--- config.mk ---
export PLATFORM = sky130hd
export DESIGN_NAME = board_io_debounce
export DESIGN_NICKNAME = d
export VERILOG_FILES = /design/src/rtl/board_io_debounce.sv
export SDC_FILE = /design/constraint.sdc
export NUM_CORES = 1
export LEC_CHECK = 0
export ABC_AREA = 1
export ABC_CLOCK_PERIOD_IN_PS = 1600
export BUFFER_PORTS_ARGS = -buffer_cell sky130_fd_sc_hd__buf_2
export CELL_PAD_IN_SITES_DETAIL_PLACEMENT = 1
export CELL_PAD_IN_SITES_GLOBAL_PLACEMENT = 1
export CORE_UTILIZATION = 44
export CTS_CLUSTER_DIAMETER = 100
export DETAILED_ROUTE_END_ITERATION = 7
export PLACE_DENSITY_LB_ADDON = 0.1
export SETUP_SLACK_MARGIN = 0.05
export SLEW_MARGIN = 30
export SYNTH_ARGS = -nofsm -noshare
export SYNTH_HDL_FRONTEND = slang
export SYNTH_SLANG_ARGS = --single-unit
--- constraint.sdc ---
create_clock -name clk_sys_i -period 1.6 [get_ports clk_sys_i]
set_clock_uncertainty 0.05 [all_clocks]
set_input_delay 0.24 -clock clk_sys_i [delete_from_list [all_inputs] [get_ports clk_sys_i]]
set_output_delay 0.24 -clock clk_sys_i [all_outputs]
set_load 0.01 [all_outputs]
--- src/rtl/board_io_debounce.sv ---
// Board input conditioning: per-bit polarity fix, 2-flop sync, tick-based debounce with
// rise/fall pulses, plus a free-running heartbeat bit.
module board_io_debounce #(
    parameter int unsigned           NumIn         = 8,
    parameter int unsigned           TickDiv       = 500,
    parameter int unsigned           StableTicks   = 100,
    parameter logic [NumIn-1:0]      ActiveLowMask = '0,
    parameter int unsigned           HeartbeatBit  = 23
) (
    input  logic             clk_sys_i,
    input  logic             rst_sys_i,
    input  logic [NumIn-1:0] in_i,
    output logic [NumIn-1:0] level_o,
    output logic [NumIn-1:0] rise_o,
    output logic [NumIn-1:0] fall_o,
    output logic             changed_o,
    output logic             tick_o,
    output logic             heartbeat_o
);

    localparam int unsigned TickW = (TickDiv > 1) ? $clog2(TickDiv) : 1;
    localparam int unsigned CntW  = $clog2(StableTicks + 1);
    localparam int unsigned HbW   = HeartbeatBit + 1;

    localparam logic [TickW-1:0] TickLast = TickW'(TickDiv - 1);
    localparam logic [CntW-1:0]  CntLast  = CntW'(StableTicks - 1);

    logic [NumIn-1:0] sync1_q, sync1_d;
    logic [NumIn-1:0] sync2_q, sync2_d;
    logic [TickW-1:0] tick_cnt_q, tick_cnt_d;
    logic [CntW-1:0]  cnt_q [NumIn];
    logic [CntW-1:0]  cnt_d [NumIn];
    logic [NumIn-1:0] level_q, level_d;
    logic [NumIn-1:0] rise_q, rise_d;
    logic [NumIn-1:0] fall_q, fall_d;
    logic [HbW-1:0]   hb_q, hb_d;
    logic             tick;

    assign tick = (tick_cnt_q == TickLast);

    always_comb begin
        sync1_d    = in_i ^ ActiveLowMask;
        sync2_d    = sync1_q;
        tick_cnt_d = tick ? '0 : tick_cnt_q + 1'b1;
        hb_d       = hb_q + 1'b1;
        level_d    = level_q;
        rise_d     = '0;
        fall_d     = '0;
        for (int i = 0; i < int'(NumIn); i++) begin
            cnt_d[i] = cnt_q[i];
            if (tick) begin
                if (sync2_q[i] == level_q[i]) begin
                    cnt_d[i] = '0;
                end else if (cnt_q[i] == CntLast) begin
                    // Qualified: adopt the new level and flag the edge in the same update.
                    cnt_d[i]   = '0;
                    level_d[i] = sync2_q[i];
                    rise_d[i]  = sync2_q[i];
                    fall_d[i]  = ~sync2_q[i];
                end else begin
                    cnt_d[i] = cnt_q[i] + 1'b1;
                end
            end
        end
    end

    always_ff @(posedge clk_sys_i) begin
        if (rst_sys_i) begin
            sync1_q    <= '0;
            sync2_q    <= '0;
            tick_cnt_q <= '0;
            level_q    <= '0;
            rise_q     <= '0;
            fall_q     <= '0;
            hb_q       <= '0;
            for (int i = 0; i < int'(NumIn); i++) begin
                cnt_q[i] <= '0;
            end
        end else begin
            sync1_q    <= sync1_d;
            sync2_q    <= sync2_d;
            tick_cnt_q <= tick_cnt_d;
            level_q    <= level_d;
            rise_q     <= rise_d;
            fall_q     <= fall_d;
            hb_q       <= hb_d;
            for (int i = 0; i < int'(NumIn); i++) begin
                cnt_q[i] <= cnt_d[i];
            end
        end
    end

    assign level_o     = level_q;
    assign rise_o      = rise_q;
    assign fall_o      = fall_q;
    assign changed_o   = |(rise_q | fall_q);
    assign tick_o      = tick;
    assign heartbeat_o = hb_q[HeartbeatBit];

endmodule

## After elaboration in Yosys (flattened, before gate mapping)

Memories as Yosys holds them, arrays and structs flattened.
Cells that the tools add are included.
W data, S select, Z words.

- Memories kept: 1
- Logic and storage cells: 143
- RAM bits: 56
- Input bits: 10
- Flip-flop bits (word level): 73
- Output and inout port bits: 27

- Bitwise gates (word level): 34
- Reductions and logical operators: 18
- Mux-type cells: 35
- Add/sub/neg operators: 10
- Equality and inequality tests: 17

Memories:

| name | depth | width | read ports | clocked after memory_dff | write ports | RTL line | text |
|---|---|---|---|---|---|---|---|
| cnt_q | 8 | 7 | 8 | 0 | 8 | 31 | `logic [CntW-1:0] cnt_q [NumIn];` |

Operators with widths:

| kind | number |
|---|---|
| $mux W7 | 32 |
| $add A7 B1 Y7 const B | 8 |
| $eq A7 B7 Y1 const B | 8 |
| $reduce_or A4 Y1 | 8 |
| $not A1 Y1 | 25 |
| $add A24 B1 Y24 const B | 1 |
| $reduce_and A3 Y1 | 8 |
| $add A9 B1 Y9 const B | 1 |
| $eq A9 B9 Y1 const B | 1 |
| $eq A1 B1 Y1 | 8 |
| $or A1 B1 Y1 | 8 |
| $or A8 B8 Y8 | 1 |
| $reduce_or A8 Y1 | 1 |
| $mux W1 | 3 |
| $reduce_or A2 Y1 | 1 |

## Depth between registers and ports, before layout

Gate-level depths: netlist of run 1.

- Word-level depth: 5
- Mapped depth: 10
- Gate-level depth less buffers: 9

## Worst setup path after synthesis of run 1

No wires, ideal clock.

- Path type: reg2reg
- From: reg hb_q[0]
- To: reg hb_q[18]
- Period minus slack after synthesis: 1473 ps
- Setup slack: 127 ps
- Library setup time: 116 ps
- Stages on the path, launching flop included: 9
- Data arrival time: 1308 ps
- Cells stage by stage: dfxtp_1 -> ha_1 -> nand2_1 -> nor2_4 -> nand2_2 -> nor2_4 -> nand2_2 -> o21ai_0 -> nor2_1

- Longest elaborated chain between the ends: 1

RTL lines:

| item | RTL line | text |
|---|---|---|
| start: declaration | 36 | `logic [HbW-1:0] hb_q, hb_d;` |
| start signal: assignment | 75 | `hb_q <= '0;` |
| start signal: assignment | 86 | `hb_q <= hb_d;` |
| $add A24 B1 Y24 | 45 | `hb_d = hb_q + 1'b1;` |

No other way between the ends.
A chain may end at the register's enable or synchronous reset.

==> key figures, run 1 <==
Critical path
  • Critical path type: flop to flop
  • Critical Path Start Type: flop
  • Largest fanout on the critical path: 5
  • Critical path arrival: 2.21 ns
  • Critical path endpoint category: flop
  • Worst path required time: 1.91 ns

Global routing
  • First-pass GRT wire length: 29000 µm
  • Vias in the first global route: 6133
  • Largest net degree at the start of global routing: 28
  • Total gr overflow: 0
  • GRT Overall Usage: 26.1%
  • Initial antenna violation count: 0

Placed design
  • Port Buf Inserts: 36
  • Global placement routability congestion: 0.848
  • Inst Count DP: 1067
  • Post-DP HPWL: 11500 µm
  • Worst slack at placement: -0.0923 ns

Cells and area
  • Post-layout util: 66.3%
  • Layout cells sized above 1: 30.4%
  • Final #Nets: 989
  • Area Growth Syn to Fin: 44.1%
  • Most frequent cells in the layout: nand2_1 (163), nor2_1 (129), dfxtp_1 (117)
  • Final Non-Filler Cells: 1152
  • # diodes: 0
  • Most common cell after layout, fill and taps aside: nand2_1

Synthesis
  • Xor-xnor portion of the synthesized cell area: 1.93%
  • Synth cell types: 32
  • Synthesized instance count: 848
  • Syn. warnings: 0
  • Mux cell area share after synthesis: 0%
  • Post-Synth Simple-Gate Area: 35.4%
  • Synth Area in Compound Gates: 7.44%
  • Seq cells post-synth: 129
  • Yosys top cell area share: 43.8%
  • Post-Syn Nets: 868
  • Syn avg cell area: 6.96 µm²
  • Adder-cell share of the synthesized area: 2.12%
  • Synth area leader: dfxtp_1
  • Ranking of synthesized cells by area: dfxtp_1 (44%), nand2_1 (13%), nor2_1 (9.7%)
  • Largest family of logic cells by synthesized area: simple AND/OR/NAND/NOR gates
  • Cell Area, Synth: 0.00590 mm²
  • Post-synthesis sequential area ratio: 43.8%

STA
  • RSZ-0062 raised after global routing: yes
  • Fin crit share: 119%
  • Min cycle time layout: 1.90 ns
  • Max-slew headroom: 68.8%
  • Setup WS post-layout: -0.304 ns
  • Fin. Hold Viols: 0
  • Slew Limit Fails: 0
  • Worst slew pin tran: 0.464 ns
  • Setup Viol. Count Final: 88
  • Fmax: 525 MHz

Floorplan
  • Core Box Area: 0.0128 mm²
  • Initial Util: 46.0%
  • Die area: 0.0139 mm²
  • Die H: 118 µm
  • Num rows: 41
  • Die Wd: 118 µm
  • Top-level I/O count: 37

Drt
  • Avg WL per Cell: 23.6 µm
  • Vias post-DR: 6793
  • Antenna Nets Post-Route: 0
  • Routed WL: 27200 µm
  • DRC errors left: 0
  • Detailed Routing Iterations Pass 1: 7
  • 1st-iter DRT viols: 607
  • Vias per inst: 5.90

CTS
  • CTS tree: yes
  • Worst-Skew Late Latency: 0.44 ns
  • Root Buffer: clkbuf_16
  • TritonCTS buffer count: 17
  • CTS Sinks: 129
  • Clk pin slew, worst setup/hold paths: 0.06 ns
  • CTS Buffer Depth: 2
  • H-tree Lvls: 4

Power
  • Sequential share of power: 43.4%
  • Comb power frac: 4.6%
  • Max rail drop VDD: 763 µV
  • Internal power: 5.78 mW
  • Leak Pwr: 3.44 nW
  • Switch share: 23.3%
  • Clock power frac: 52.0%
  • Sw Pwr: 1.75 mW
  • Pwr/cell area: 886 mW/mm²

Worst hold path
  • Min-delay worst type: input pin to flop

Outcome
  • Violated checks: negative setup slack
  • Status: complete, but fails checks

Job
  • Max-cap violations: 0
cells in the mapped netlist:
| master | n |
|---|---|
| nor3_1 | 13 |
| nor4_1 | 4 |
| nand2_4 | 2 |
| clkinv_2 | 1 |
| nor2_2 | 11 |
| buf_4 | 5 |
| inv_1 | 108 |
| inv_2 | 3 |
| xnor2_1 | 8 |
| nand3_1 | 68 |
| buf_1 | 3 |
| nor2_4 | 4 |
| or2_2 | 1 |
| buf_6 | 4 |
| nand2_2 | 2 |
| o21ai_1 | 34 |
| o22ai_1 | 2 |
| nand4_1 | 18 |
| xor2_1 | 5 |
| buf_2 | 5 |
| o31ai_1 | 1 |
| nor4_2 | 6 |
| a21oi_1 | 24 |
| o21ai_0 | 21 |
| ha_1 | 10 |
| inv_4 | 1 |
| nor2_1 | 152 |
| nand2_1 | 199 |
| o21a_1 | 2 |
| a31o_2 | 1 |
| dfxtp_1 | 129 |
| clkbuf_1 | 1 |
cell families after synthesis:
kind of cell | count (synthesis)
AO/OA/AOI/OAI | 85
XOR/XNOR | 13
adder cells (fa/ha/maj) | 10
AND/OR/NAND/NOR | 480
flip-flops | 129
buffers and inverters | 131
layer usage:
layer	GRT usage (%)	up-vias	routed length, µm
li1	-	2925	-
met1	30.6	3399	10600
met2	46.9	343	13600
met3	5.81	126	1680
met4	8.09	0	1390
met5	0	-	0
power by group through the flow:
stage | Clock, mW | Sequential (mW) | Combinational (mW)
global placement | 0 | 3.33 | 0.188
global route | 4.05 | 3.27 | 0.361
floorplan | 0 | 3.33 | 0.123
detailed placement | 0 | 3.33 | 0.197
finish | 3.92 | 3.27 | 0.348
CTS | 3.84 | 3.27 | 0.226
final cells by class:
| cell class | count | area (µm²) |
|---|---|---|
| fill | 1530 | 4320 |
| multi-input combinational | 588 | 3420 |
| sequential | 129 | 2600 |
| timing repair buffer | 119 | 1240 |
| clock buffer | 26 | 529 |
| inverter | 113 | 444 |
| tap | 172 | 215 |
| clock inverter | 4 | 47.5 |
| timing repair inverter | 1 | 11.3 |
timing repair:
action,4_1_cts,5_1_grt
pin swaps,11,64
resized for setup,37,195
cloned,0,9
hold buffers,6,0
endpoints found under the setup margin,52,76
endpoints found under the hold margin,6,0
setup buffers,8,33
state kept, by name (all words and copies together) (netlist names):
signal      count
cnt_q          56
sync2_q         8
tick_cnt_q      9
level_o         8
rise_o          8
fall_o          8
hb_q           24
sync1_q         8
per-stage QoR:
| step | hold slack (ns) | total power, mW | setup TNS (ns) | cell area, µm² |
|---|---|---|---|---|
| 2_1_floorplan | 0.297 | 3.45 | 0 | 5900 |
| 3_3_place_gp | 0.345 | 3.52 | 0 | 6440 |
| 3_5_place_dp | 0.348 | 3.53 | -0.375 | 6440 |
| 4_1_cts | 0.00366 | 7.33 | -0.258 | 7280 |
| 5_1_grt | 0.0251 | 7.68 | -12.04 | 8510 |
| 6_report | 0.0141 | 7.54 | -10.99 | 8510 |
path summary, 6_finish.rpt:
| kind | startpoint | end | slack [ns] | depth (start not counted) |
|---|---|---|---|---|
| worst min register to register | sync1_q[4] | sync2_q[4] | 0.36 | 2 |
| worst max-delay path | tick_cnt_q[7] | cnt_q[0][20] | -0.30 | 12 |
| worst min-delay path | in_i[6] | sync1_q[6] | 0.01 | 3 |
| worst max register to register | tick_cnt_q[7] | cnt_q[0][20] | -0.30 | 12 |
critical path, cell delays in order, from the launching register on:
cell and delay [ns]:
dfxtp_1 0.45, nand2_1 0.17, nor2_4 0.17, nand2_4 0.09, clkinv_4 0.07, buf_6 0.09
buf_8 0.12, buf_12 0.14, buf_6 0.10, nand2_2 0.05, nand2_1 0.09, nand2_1 0.08
nor2_1 0.15
(Power assumes the default switching activity.)
==> run 2, diff against run 1 <==
REMOVE_ABC_BUFFERS = 1   (was unset)
==> run 2 against run 1 <==
Compared with the run above: the run still ends with negative setup slack left; core utilization fell by 3.8 points; critical path depth decreased by 8; design area fell by 5.7%; sequential power is essentially flat; flip-flop and latch count is the same; critical path type is now flop to output pin.
==> key figures, run 2 (synthesis gave the netlist of run 1 again) <==
STA
  • Fmax: 548 MHz (+4.4%)
  • Max-slew headroom: 70.9% (+2.1 points)
  • Fin crit share: 114% (-5.0 points)
  • Final hold slack: 0.106 ns (+0.0916 ns)
  • Worst slew pin tran: 0.434 ns (-0.0307 ns)
  • Setup Viol. Count Final: 11 (-88%)
  • Setup WS post-layout: -0.224 ns (+0.0794 ns)
  • Min cycle time layout: 1.82 ns (-0.0794 ns)
  • RSZ-0062 raised after global routing: yes
  • Fin. Hold Viols: 0 (unchanged)
  • Slew Limit Fails: 0 (unchanged)

Power
  • Sw Pwr: 1.69 mW (-3.3%)
  • Internal power: 6.44 mW (+11%)
  • Comb power frac: 3.6% (-1.0 points)
  • Final Power: 8.13 mW (+7.9%)
  • Sequential share of power: 40.2% (-3.2 points)
  • Switch share: 20.8% (-2.4 points)
  • Clock power frac: 56.2% (+4.2 points)
  • Max rail drop VDD: 823 µV (+7.8%)
  • Leak Pwr: 3.16 nW (-8.2%)
  • Pwr/cell area: 1010 mW/mm² (+14%)

CTS
  • H-tree Lvls: 4 (unchanged)
  • Root Buffer: clkbuf_16
  • Clk pin slew, worst setup/hold paths: 0.06 ns (about the same)
  • TritonCTS buffer count: 17 (unchanged)
  • CTS Sinks: 129 (unchanged)
  • CTS Buffer Depth: 2 (unchanged)
  • Worst-Skew Late Latency: 0.43 ns (about the same)
  • CTS tree: yes

Floorplan
  • Initial Util: 46.0% (unchanged)
  • Num rows: 41 (unchanged)
  • Die area: 0.0139 mm² (unchanged)
  • Core Box Area: 0.0128 mm² (unchanged)
  • Top-level I/O count: 37 (unchanged)
  • Die H: 118 µm (unchanged)
  • Die Wd: 118 µm (unchanged)

Critical path
  • R2R cell count: 8 (-4)
  • CP Launch Point: fall_o[4]
  • Critical path type: flop to output pin
  • Worst path required time: 1.31 ns (-0.60 ns)
  • R2r startpoint: cnt_q[1][1]
  • Largest fanout on the critical path: 2 (-3)
  • Critical path arrival: 1.53 ns (-0.68 ns)
  • Critical path endpoint category: output pin
  • Critical Path Start Type: flop

Drt
  • 1st-iter DRT viols: 296 (-51%)
  • Routed WL: 20900 µm (-23%)
  • Detailed Routing Iterations Pass 1: 4 (-3)
  • Antenna Nets Post-Route: 0 (unchanged)
  • Avg WL per Cell: 18.5 µm (-22%)
  • Vias per inst: 5.45 (-7.5%)
  • Vias post-DR: 6157 (-9.4%)
  • DRC errors left: 0 (unchanged)

Outcome
  • Status: complete, but fails checks
  • Violated checks: negative setup slack

Worst hold path
  • Hold_sp: rst_sys_i
  • Hold depth: 2 (-1)
  • Min-delay worst type: input pin to flop

Global routing
  • First-pass GRT wire length: 28900 µm (-0.36%)
  • GRT Overall Usage: 26.1% (about the same)
  • Vias in the first global route: 6162 (+0.47%)
  • Total gr overflow: 0 (unchanged)
  • Initial antenna violation count: 0 (unchanged)
  • Largest net degree at the start of global routing: 28 (unchanged)

Cells and area
  • Max reg flops: 56 (unchanged)
  • Final instance area: 0.00803 mm² (-5.7%)
  • Most common cell after layout, fill and taps aside: nand2_1
  • Layout fillers: 1592 (+4.1%)
  • Final Non-Filler Cells: 1129 (-2.0%)
  • Post-layout util: 62.6% (-3.8 points)
  • Layout cells sized above 1: 26.1% (-4.3 points)
  • Final #Nets: 964 (-2.5%)
  • # diodes: 0 (unchanged)
  • Biggest regs: cnt_q (56), hb_q (24), tick_cnt_q (9)
  • Most flop-heavy register: cnt_q
  • Area Growth Syn to Fin: 36.0%
  • Most frequent cells in the layout: nand2_1 (177), nor2_1 (127), dfxtp_1 (113)

Placed design
  • Dpl cell area: 0.00641 mm² (-0.50%)
  • Global placement routability congestion: 0.817 (-3.6%)
  • Inst Count DP: 1066 (-0.094%)
  • Port Buf Inserts: 36 (unchanged)
  • Post-DP HPWL: 11600 µm (+0.18%)

Job
  • Max-cap violations: 0 (unchanged)
## run 2: cell count changes in the layout (fill, tap and decap cells not counted), sizes merged
cell / delta
buf: -22
clkbuf: -8
bufinv: +5
dlygate4sd3: +2
clkinv: +1
inv: -1
## run 2: what timing repair did
| item | CTS | global route |
|---|---|---|
| setup endpoints to repair | 55 | 72 |
| hold buffers | 8 | 0 |
| endpoints found under the hold margin | 8 | 0 |
| resized for setup | 41 | 134 |
| setup buffers | 8 | 13 |
| pin swaps | 7 | 46 |
| gates cloned | 1 | 3 |
## run 2: critical path: stages, from the launching register on
cell and delay [ns]:
dfxtp_2 0.33, nor4_4 0.32, buf_4 0.16, nand4_1 0.11, buf_2 0.17
## run 2: power groups by stage
| stage | Clock (mW) | Combinational [mW] | Sequential (mW) |
|---|---|---|---|
| after floorplan | 0 | 0.103 | 3.33 |
| after global placement | 0 | 0.189 | 3.33 |
| after detailed placement | 0 | 0.199 | 3.33 |
| after CTS | 4.58 | 0.232 | 3.27 |
| after global routing | 4.74 | 0.319 | 3.27 |
| final | 4.57 | 0.296 | 3.27 |
## run 2: layer usage
layer / vias up / GRT usage [%] / part of all wire (%)
met5: - / 0 / 0
met4: 0 / 10.7 / 4.0
met3: 71 / 4.75 / 3.6
met2: 162 / 48.5 / 54
met1: 3037 / 29.1 / 38
li1: 2887 / - / -
## run 2: stage by stage
step,TNS [ns],setup slack (ns)
after CTS,-0.425,-0.225
final,-0.757,-0.224
after global placement,-0.0180,-0.0180
after global routing,-2.05,-0.290
after floorplan,-11.89,-0.347
after detailed placement,-0.00512,-0.00512
## run 2: worst paths after layout
check | slack (ns) | end
worst max-delay path | -0.22 | changed_o
worst min-delay path | 0.11 | sync2_q[0]
worst max register to register | -0.16 | cnt_q[1][6]
worst min register to register | 0.37 | sync2_q[5]
## run 2: cell type report
type / instances / area, µm² / area share [%]
well taps: 172 / 215 / 2.68
clock buffers: 22 / 484 / 6.03
inverters: 113 / 460 / 5.74
clock inverters: 10 / 203 / 2.53
flip-flops and latches: 129 / 2610 / 32.5
multi-input cells: 588 / 3240 / 40.4
repair buffers: 95 / 815 / 10.1
